===== config.mk =====
export PLATFORM = sky130hd
export DESIGN_NAME = axi_4_lite_regbank
export DESIGN_NICKNAME = d
export VERILOG_FILES = /design/src/rtl/axi_4_lite_regbank.sv
export SDC_FILE = /design/constraint.sdc
export NUM_CORES = 1
export LEC_CHECK = 0
export ABC_AREA = 1
export CAP_MARGIN = 15
export CORE_UTILIZATION = 58
export CTS_CLUSTER_DIAMETER = 40
export DETAILED_ROUTE_END_ITERATION = 8
export PLACE_DENSITY = 0.89
export SLEW_MARGIN = 15
export SYNTH_ARGS = -nofsm -noshare
export SYNTH_HDL_FRONTEND = slang
export SYNTH_SLANG_ARGS = --single-unit

===== constraint.sdc =====
create_clock -name AXI_aclk -period 2 [get_ports AXI_aclk]
set_clock_uncertainty 0.2 [all_clocks]
set_input_delay 0.3 -clock AXI_aclk [delete_from_list [all_inputs] [get_ports AXI_aclk]]
set_output_delay 0.3 -clock AXI_aclk [all_outputs]
set_load 0.05 [all_outputs]

===== src/rtl/axi_4_lite_regbank.sv =====
// AXI4-Lite slave register bank for board GPIO (LEDs, switches).
// Ports:
//   AXI_aclk, AXI_aresetn      clock, async active-low reset
//   AXI_aw*/AXI_w*/AXI_b*      write address / data / response channels
//   AXI_ar*/AXI_r*             read address / data channels (arprot ignored)
//   LED                        CTRL register low bits
//   SW                         asynchronous switch inputs
//   IRQ                        level interrupt, |(IRQ_STAT & IRQ_EN), registered
// Register map (word index): 0 CTRL RW, 1 GPIO_IN RO, 2 IRQ_STAT W1C,
// 3 IRQ_EN RW, 4..NUM_REGS-1 scratch RW.
module axi_4_lite_regbank #(
    parameter int unsigned AXI_Dwidth    = 32,
    parameter int unsigned AXI_Addrwidth = 6,
    parameter int unsigned NUM_REGS      = 8,
    parameter int unsigned GPIO_IN_W     = 4,
    parameter int unsigned GPIO_OUT_W    = 4
) (
    input  logic                       AXI_aclk,
    input  logic                       AXI_aresetn,
    input  logic [AXI_Addrwidth-1:0]   AXI_awaddr,
    input  logic                       AXI_awvalid,
    output logic                       AXI_awready,
    input  logic [AXI_Dwidth-1:0]      AXI_wdata,
    input  logic [AXI_Dwidth/8-1:0]    AXI_wstrb,
    input  logic                       AXI_wvalid,
    output logic                       AXI_wready,
    output logic [1:0]                 AXI_bresp,
    output logic                       AXI_bvalid,
    input  logic                       AXI_bready,
    input  logic [AXI_Addrwidth-1:0]   AXI_araddr,
    input  logic [2:0]                 AXI_arprot,
    input  logic                       AXI_arvalid,
    output logic                       AXI_arready,
    output logic [AXI_Dwidth-1:0]      AXI_rdata,
    output logic [1:0]                 AXI_rresp,
    output logic                       AXI_rvalid,
    input  logic                       AXI_rready,
    output logic [GPIO_OUT_W-1:0]      LED,
    input  logic [GPIO_IN_W-1:0]       SW,
    output logic                       IRQ
);

    localparam int unsigned STRB_W = AXI_Dwidth / 8;
    localparam int unsigned IDX_W  = AXI_Addrwidth - 2;
    localparam logic [1:0]  RESP_OKAY   = 2'b00;
    localparam logic [1:0]  RESP_SLVERR = 2'b10;

    // Write buffers and response
    logic                  aw_full;
    logic [IDX_W-1:0]      aw_idx;
    logic                  w_full;
    logic [AXI_Dwidth-1:0] w_data;
    logic [STRB_W-1:0]     w_strb;
    logic                  bvalid_q;
    logic [1:0]            bresp_q;

    // Read channel
    logic                  arready_q;
    logic                  rvalid_q;
    logic [AXI_Dwidth-1:0] rdata_q;
    logic [1:0]            rresp_q;

    // Register storage; entries 1 and 2 are never written (served elsewhere)
    logic [AXI_Dwidth-1:0] regs [NUM_REGS];
    logic [GPIO_IN_W-1:0]  irq_stat;
    logic                  irq_q;

    // Switch synchroniser plus edge-detect flop
    logic [GPIO_IN_W-1:0]  sw_meta;
    logic [GPIO_IN_W-1:0]  sw_sync;
    logic [GPIO_IN_W-1:0]  sw_prev;

    logic                  aw_hs;
    logic                  w_hs;
    logic                  ar_hs;
    logic                  commit;
    logic                  wr_err;
    logic [AXI_Dwidth-1:0] wr_mask;
    logic [GPIO_IN_W-1:0]  stat_clr;
    logic [GPIO_IN_W-1:0]  sw_rise;
    logic [GPIO_IN_W-1:0]  irq_stat_nxt;
    logic [IDX_W-1:0]      ar_idx;
    logic [AXI_Dwidth-1:0] rd_val;
    logic                  rd_err;
    logic                  rvalid_nxt;
    logic                  unused_ok;

    assign unused_ok = ^{AXI_arprot, AXI_awaddr[1:0], AXI_araddr[1:0]};

    assign aw_hs  = AXI_awvalid & ~aw_full;
    assign w_hs   = AXI_wvalid & ~w_full;
    assign ar_hs  = AXI_arvalid & arready_q;
    assign commit = aw_full & w_full & ~bvalid_q;
    assign ar_idx = AXI_araddr[AXI_Addrwidth-1:2];

    // Write decode: byte mask, error, W1C clear vector
    always_comb begin
        wr_mask  = '0;
        stat_clr = '0;
        wr_err   = (32'(aw_idx) >= NUM_REGS) || (aw_idx == IDX_W'(1));
        for (int unsigned b = 0; b < STRB_W; b++) begin
            wr_mask[8*b +: 8] = {8{w_strb[b]}};
        end
        if (commit && (aw_idx == IDX_W'(2))) begin
            stat_clr = w_data[GPIO_IN_W-1:0] & wr_mask[GPIO_IN_W-1:0];
        end
    end

    // Status update: a rising edge in the same cycle as a clear keeps the bit set
    assign sw_rise      = sw_sync & ~sw_prev;
    assign irq_stat_nxt = (irq_stat & ~stat_clr) | sw_rise;

    // Read decode
    always_comb begin
        rd_val = '0;
        rd_err = 1'b0;
        if (32'(ar_idx) >= NUM_REGS) begin
            rd_err = 1'b1;
        end else if (ar_idx == IDX_W'(1)) begin
            rd_val = AXI_Dwidth'(sw_sync);
        end else if (ar_idx == IDX_W'(2)) begin
            rd_val = AXI_Dwidth'(irq_stat);
        end else begin
            for (int unsigned i = 0; i < NUM_REGS; i++) begin
                if (32'(ar_idx) == i) begin
                    rd_val = regs[i];
                end
            end
        end
    end

    assign rvalid_nxt = ar_hs | (rvalid_q & ~AXI_rready);

    // Write buffers and B channel
    always_ff @(posedge AXI_aclk or negedge AXI_aresetn) begin
        if (!AXI_aresetn) begin
            aw_full  <= 1'b0;
            aw_idx   <= '0;
            w_full   <= 1'b0;
            w_data   <= '0;
            w_strb   <= '0;
            bvalid_q <= 1'b0;
            bresp_q  <= RESP_OKAY;
        end else begin
            if (commit) begin
                aw_full <= 1'b0;
            end else if (aw_hs) begin
                aw_full <= 1'b1;
                aw_idx  <= AXI_awaddr[AXI_Addrwidth-1:2];
            end
            if (commit) begin
                w_full <= 1'b0;
            end else if (w_hs) begin
                w_full <= 1'b1;
                w_data <= AXI_wdata;
                w_strb <= AXI_wstrb;
            end
            if (commit) begin
                bvalid_q <= 1'b1;
                bresp_q  <= wr_err ? RESP_SLVERR : RESP_OKAY;
            end else if (AXI_bready) begin
                bvalid_q <= 1'b0;
            end
        end
    end

    // Register file writes
    always_ff @(posedge AXI_aclk or negedge AXI_aresetn) begin
        if (!AXI_aresetn) begin
            for (int unsigned i = 0; i < NUM_REGS; i++) begin
                regs[i] <= '0;
            end
        end else if (commit && !wr_err) begin
            for (int unsigned i = 0; i < NUM_REGS; i++) begin
                if ((32'(aw_idx) == i) && (i != 2)) begin
                    regs[i] <= (regs[i] & ~wr_mask) | (w_data & wr_mask);
                end
            end
        end
    end

    // R channel; arready held low during reset, then tracks ~rvalid
    always_ff @(posedge AXI_aclk or negedge AXI_aresetn) begin
        if (!AXI_aresetn) begin
            arready_q <= 1'b0;
            rvalid_q  <= 1'b0;
            rdata_q   <= '0;
            rresp_q   <= RESP_OKAY;
        end else begin
            arready_q <= ~rvalid_nxt;
            rvalid_q  <= rvalid_nxt;
            if (ar_hs) begin
                rdata_q <= rd_val;
                rresp_q <= rd_err ? RESP_SLVERR : RESP_OKAY;
            end
        end
    end

    // Switch sync, interrupt status and IRQ
    always_ff @(posedge AXI_aclk or negedge AXI_aresetn) begin
        if (!AXI_aresetn) begin
            sw_meta  <= '0;
            sw_sync  <= '0;
            sw_prev  <= '0;
            irq_stat <= '0;
            irq_q    <= 1'b0;
        end else begin
            sw_meta  <= SW;
            sw_sync  <= sw_meta;
            sw_prev  <= sw_sync;
            irq_stat <= irq_stat_nxt;
            irq_q    <= |(irq_stat & regs[3][GPIO_IN_W-1:0]);
        end
    end

    assign AXI_awready = ~aw_full;
    assign AXI_wready  = ~w_full;
    assign AXI_bvalid  = bvalid_q;
    assign AXI_bresp   = bresp_q;
    assign AXI_arready = arready_q;
    assign AXI_rvalid  = rvalid_q;
    assign AXI_rdata   = rdata_q;
    assign AXI_rresp   = rresp_q;
    assign LED         = regs[0][GPIO_OUT_W-1:0];
    assign IRQ         = irq_q;

endmodule

==> results.sh, run 1 <==
export IMPL_cts_tree="yes"
export IMPL_rsz0062_at_grt="yes"
export IMPL_async_flop_share_pct=100.0
export IMPL_synth_yosys_seq_area_share_pct=58.63
export IMPL_report_final_slew_viol_count=0
export IMPL_holdWs_ns=0.01216
export IMPL_violations="negative setup slack"
export IMPL_fillers=1292
export IMPL_firstDrtPassIters=6
export IMPL_dp_slack_ns=-0.2421
export IMPL_ir_drop_mv=1.016
export IMPL_grt_max_degree=57
export IMPL_synth_top_cell_area_share_pct=58.63
export IMPL_drt_met1_wl_mm=13.02
export IMPL_synth_common_cells="nand2_1 (352), dfrtp_1 (288), inv_1 (119)"
export IMPL_drt_iter0_drc=1472
export IMPL_crit_fanout=16
export IMPL_die_width_um=147.6
export IMPL_wl_met3_mm=3.324
export IMPL_fin_setup_tns_ns=-0.01369
export IMPL_final_util_pct=74.69
export IMPL_antenna_found_initial=0
export IMPL_timing_final_crit_period_ns=2.014
export IMPL_p_per_area_nw_per_um2=1356
export IMPL_cts_sinks=288
export IMPL_h_tree_depth=2
export IMPL_num_antenna_cells=0
export IMPL_yosys_top_cells_area="dfrtp_1 (59%), nand2_1 (11%), o21ai_0 (4.7%)"
export IMPL_num_rows=52
export IMPL_core_area_um2=20490
export IMPL_clock_fmax_ghz=0.4966
export IMPL_drive_above_1_share_pct=14.88
export IMPL_critPathCaptureType="flip-flop"
export IMPL_cp_cell_sequence="inv_1 > nor3_4 > nand3_1 > inv_4 > nand3_4 > nor2_4 > buf_12 > nand2_1 > o21ai_0"
export IMPL_grt_usage_pct=32.42
export IMPL_worst_path_largest_cell_delay_ns=0.33
export IMPL_design_area_um2=15310
export IMPL_drv_cap=0
export IMPL_yosysTopAreaCell="dfrtp_1"
export IMPL_synthFlopType="dfrtp_1"
export IMPL_final_seq_area_um2=7208
export IMPL_worstPathArrival_ns=2.22
export IMPL_dr_max_layer_used="met4"
export IMPL_grt_pass1_vias=10970
export IMPL_ys_ff_latch=288
export IMPL_clock_latency_ns=0.53
export IMPL_synthCells=1369
export IMPL_p_leak_nw=7.335
export IMPL_hold_violations=0
export IMPL_p_int_mw=13.50
export IMPL_multi_input_area_um2=4309
export IMPL_cp_top_family="simple AND/OR/NAND/NOR gates"
export IMPL_fin_ws_ns=-0.01369
export IMPL_cts_root_buffer="clkbuf_16"
export IMPL_ctsLongestPathBuffers=3
export IMPL_fp_dieArea_um2=21780
export IMPL_switching_share_pct=34.96
export IMPL_start_util_pct=59.98
export IMPL_pwr_share_comb_pct=24.3
export IMPL_area_delta_synth_final_pct=24.54
export IMPL_drc=0
export IMPL_port_buffers=98
export IMPL_clockPowerShare_pct=31.9
export IMPL_status="complete, but fails checks"
export IMPL_yosysMostFrequentCell="nand2_1"
export IMPL_crit_path_top_delay_cell="dfrtp_1"
export IMPL_synth_area_per_cell_um2=8.979
export IMPL_final_cells=1809
export IMPL_switching_power_mw=7.260
export IMPL_crit_type="flip-flop to flip-flop"
export IMPL_io_pins=108
export IMPL_vias=10950
export IMPL_grt_overflow_total=0
export IMPL_finalPower_mw=20.76
export IMPL_synth_cell_types=31
export IMPL_synth_area_um2=12290
export IMPL_wl_per_cell_um=19.52
export IMPL_totalWireLength_mm=35.30
export IMPL_grt_pass1_wl_mm=55.26
export IMPL_worstSetupStartpointType="flip-flop"
export IMPL_period_share_pct=100.7
export IMPL_place_area_um2=13960
export IMPL_gp_congestion=0.8681
export IMPL_synth_edff_count=0
export IMPL_setup_viol=1
export IMPL_viasPerCell=6.051
export IMPL_wl_met2_mm=17.06
export IMPL_p_seq_share_pct=43.7
export IMPL_cp_buffers_inverters=3
export IMPL_ant_nets=0
export IMPL_required_ns=2.21
export IMPL_yosys_warnings=32
export IMPL_die_h_um=147.6
export IMPL_nNetsFinal=1576
export IMPL_worstHoldPathType="input pin to flip-flop"
export IMPL_dp_hpwl_mm=20.60
export IMPL_cts_buffers=36
export IMPL_placed_cells=1739
export IMPL_clk_pin_slew_worst_paths_ns=0.06
==> cell type report <==
type                            count  area share, %
Tap cell                          270          2.207
Sequential cell                   288          47.09
Multi-Input combinational cell    893          28.15
Timing Repair Buffer              171          11.59
Clock buffer                       46          6.596
Clock inverter                     17          1.316
Inverter                          124          3.057
==> power groups by stage <==
stage	combinational [mW]	clock [mW]	sequential, mW
5_1_grt	5.53	6.86	9.22
3_5_place_dp	4.66	0	9.00
4_1_cts	4.84	6.63	8.99
6_report	5.05	6.63	9.08
2_1_floorplan	2.84	0	9.03
3_3_place_gp	4.43	0	8.88
==> cells in the final DEF (no fill, tap or decap), types with 7 or more instances in the layout <==
master / netlist / final
a21oi_1: 77 / 76
buf_12: 0 / 26
buf_4: 12 / 87
clkbuf_16: 0 / 38
clkdlybuf4s50_1: 0 / 53
dfrtp_1: 288 / 287
inv_1: 119 / 119
inv_6: 0 / 7
nand2_1: 352 / 347
nand3_1: 47 / 46
nand3_4: 11 / 12
nand4_1: 8 / 8
nor2_1: 105 / 103
nor2_2: 8 / 8
nor2_4: 6 / 8
o211ai_1: 10 / 10
o21a_1: 20 / 20
o21ai_0: 116 / 113
o21ai_1: 91 / 94
o22ai_1: 24 / 24
or2_2: 7 / 7
==> worst paths after layout <==
kind                        startpoint                    endpoint  cells past startpoint  slack [ns]
hold reg to reg             sw_meta[2]                  sw_sync[2]                      0        0.14
setup / recovery               aw_full                   flip-flop                      9       -0.01
max in group asynchronous  AXI_aresetn                  AXI_bvalid                      3        0.83
setup reg to reg               aw_full                   flip-flop                      9       -0.01
min in group asynchronous  AXI_aresetn  asynchronous set/reset pin                      2        0.10
hold / removal                   SW[1]                  sw_meta[1]                      1        0.01
==> layer usage <==
metal / GRT usage (%) / up-vias
met5: 0 / -
met4: 16.24 / 0
met3: 5.586 / 194
met2: 54.48 / 732
met1: 40.76 / 5289
li1: - / 4732
==> timing repair <==
item / in CTS / in global routing
setup buffers: 2 / 2
pin swaps: 1 / 2
endpoints found under the hold margin: 288 / 0
hold buffers: 1 / 0
endpoints found under the setup margin: 10 / 62
gates resized for setup: 2 / 18
gates cloned: 0 / 2
==> kinds of logic (layout without fill, tap and decap cells) <==
kind of cell    after synthesis  in the layout  share of synthesized area, %
compound gates              339            339                         14.69
buf+inv                     189            358                         6.851
flops                       288            288                         58.63
mux                           2              2                        0.1832
other cells                   1              2                       0.03051
simple gates                550            550                         19.62
Note: power is estimated with default switching activity, not from simulation.
==> run 2, diff against run 1 <==
--- a/config.mk
+++ b/config.mk
@@ -9,6 +9,7 @@
 export CAP_MARGIN = 15
 export CORE_UTILIZATION = 58
 export CTS_CLUSTER_DIAMETER = 40
+export CTS_CLUSTER_SIZE = 14
 export DETAILED_ROUTE_END_ITERATION = 8
 export PLACE_DENSITY = 0.89
 export SLEW_MARGIN = 15
==> run 2 against run 1 <==
Net effect: the run now ends clean; utilization fell by 0.95 points; count of clock-buffer cells in the layout decreased by 6; die area is the same; wire length fell by 4.6%; cell area decreased by 1.3%; fmax up 4.8%; register-to-register slack improved by 0.09 ns; sequential power hardly changed; worst hold slack gained 0.012 ns; largest power group unchanged.
==> results.sh, run 2 (synthesis gave the netlist of run 1 again) <==
export IMPL_report_final_slew_viol_count=0
export IMPL_crit_type="flip-flop to flip-flop"
export IMPL_die_width_um=147.6
export IMPL_fin_setup_tns_ns=0
export IMPL_ctsLongestPathBuffers=3
export IMPL_timing_final_crit_period_ns=1.922
export IMPL_ant_nets=0
export IMPL_fp_dieArea_um2=21780
export IMPL_status="complete, no violations"
export IMPL_grt_pass1_vias=10940
export IMPL_worstSetupStartpointType="flip-flop"
export IMPL_drc=0
export IMPL_h_tree_depth=2
export IMPL_period_share_pct=96.09
export IMPL_worstHoldPathType="input pin to flip-flop"
export IMPL_ff2ff_setup_slack_ns=0.08
export IMPL_ir_drop_mv=1.028
export IMPL_die_h_um=147.6
export IMPL_io_pins=108
export IMPL_clock_latency_ns=0.52
export IMPL_final_cells=1801
export IMPL_clock_fmax_ghz=0.5203
export IMPL_viasPerCell=5.924
export IMPL_vias=10670
export IMPL_hold_violations=0
export IMPL_grt_pass1_wl_mm=54.37
export IMPL_drive_above_1_share_pct=14.24
export IMPL_cts_buffers=35
export IMPL_final_common_cell="nand2_1"
export IMPL_layout_common_cells="nand2_1 (349), dfrtp_1 (287), inv_1 (119), o21ai_0 (114), nor2_1 (103)"
export IMPL_gp_congestion=0.8681
export IMPL_cts_tree="yes"
export IMPL_drt_iter0_drc=1276
export IMPL_p_leak_nw=7.247
export IMPL_grt_usage_pct=31.85
export IMPL_worstPathArrival_ns=2.10
export IMPL_firstDrtPassIters=6
export IMPL_drv_cap=0
export IMPL_core_area_um2=20490
export IMPL_reg2reg_depth=9
export IMPL_grt_overflow_total=0
export IMPL_num_antenna_cells=0
export IMPL_area_delta_synth_final_pct=22.95
export IMPL_start_util_pct=59.98
export IMPL_clk_pin_slew_worst_paths_ns=0.06
export IMPL_nNetsFinal=1574
export IMPL_crit_start="w_full"
export IMPL_setup_viol=0
export IMPL_totalWireLength_mm=33.68
export IMPL_cts_sinks=288
export IMPL_critPathCaptureType="flip-flop"
export IMPL_p_per_area_nw_per_um2=1326
export IMPL_cts_root_buffer="clkbuf_16"
export IMPL_crit_fanout=16
export IMPL_wl_per_cell_um=18.70
export IMPL_required_ns=2.18
export IMPL_rr_startpoint="w_full"
export IMPL_placed_cells=1739
export IMPL_num_rows=52
export IMPL_grt_max_degree=57
export IMPL_antenna_found_initial=0
export IMPL_dp_hpwl_mm=20.60
export IMPL_port_buffers=98
export IMPL_fillers=1337
run 2: worst min path at each step:
stage,from,to,cells past startpoint
floorplan,AXI_aresetn,AXI_arready,0
global placement,AXI_aresetn,asynchronous set/reset pin,1
detailed placement,AXI_aresetn,asynchronous set/reset pin,1
CTS,SW[0],sw_meta[0],1
global route,SW[0],sw_meta[0],1
finish,SW[0],sw_meta[0],1
run 2: layout make-up:
cell class / instances / area (um2) / area share (%)
Clock buffer: 40 / 924.6 / 6.118
Clock inverter: 16 / 165.2 / 1.093
Inverter: 124 / 465.4 / 3.080
Multi-Input combinational cell: 893 / 4267 / 28.23
Sequential cell: 288 / 7208 / 47.69
Tap cell: 270 / 337.8 / 2.235
Timing Repair Buffer: 170 / 1745 / 11.55
run 2: critical path, cell delays in order, from the launching register on:
cell and delay (ns):
dfrtp_1 0.34, inv_2 0.06, nor3_4 0.27, inv_2 0.07, nor2_2 0.14, buf_12 0.19, buf_4 0.14, nand3_4 0.17
nand2_1 0.12, o21ai_1 0.09
run 2: metrics by stage:
| stage | hold slack [ns] | worst slack (ns) | instance area (um2) | util, % | power, mW |
|---|---|---|---|---|---|
| final | 0.02429 | 0.07821 | 15110 | 73.74 | 20.03 |
| after global routing | 0.01817 | -0.02849 | 15110 | 73.74 | 20.92 |
| after CTS | 0.01477 | 0.03071 | 15080 | 73.57 | 19.92 |
| after detailed placement | 0.04878 | -0.2421 | 13960 | 68.14 | 13.66 |
| after global placement | 0.04938 | -0.1934 | 13960 | 68.14 | 13.31 |
| after floorplan | -0.1956 | 0.03854 | 12300 | - | 11.87 |
run 2: report_power, final:
| group | switching, mW | leakage (nW) | internal [mW] | total (mW) |
|---|---|---|---|---|
| clock | 2.45 | 0.534 | 3.59 | 6.04 |
| sequential | 1.30 | 3.74 | 7.78 | 9.08 |
| combinational | 3.22 | 2.97 | 1.69 | 4.91 |
run 2: repair_timing:
action,in CTS,in global routing
pin swaps,1,1
hold buffers,1,0
setup endpoints to repair,4,32
setup buffers,2,3
hold endpoints to repair,288,0
gates resized for setup,1,5
run 2: layer usage:
metal  routed length, um  GRT usage, %  vias up  share of wire, %
li1                    -             -     4730                 -
met1               12830         40.34     5151                38
met2               16470         53.02      632                49
met3                2858         5.586      156               8.5
met4                1530         16.13        0               4.5
met5                   0             0        -                 0
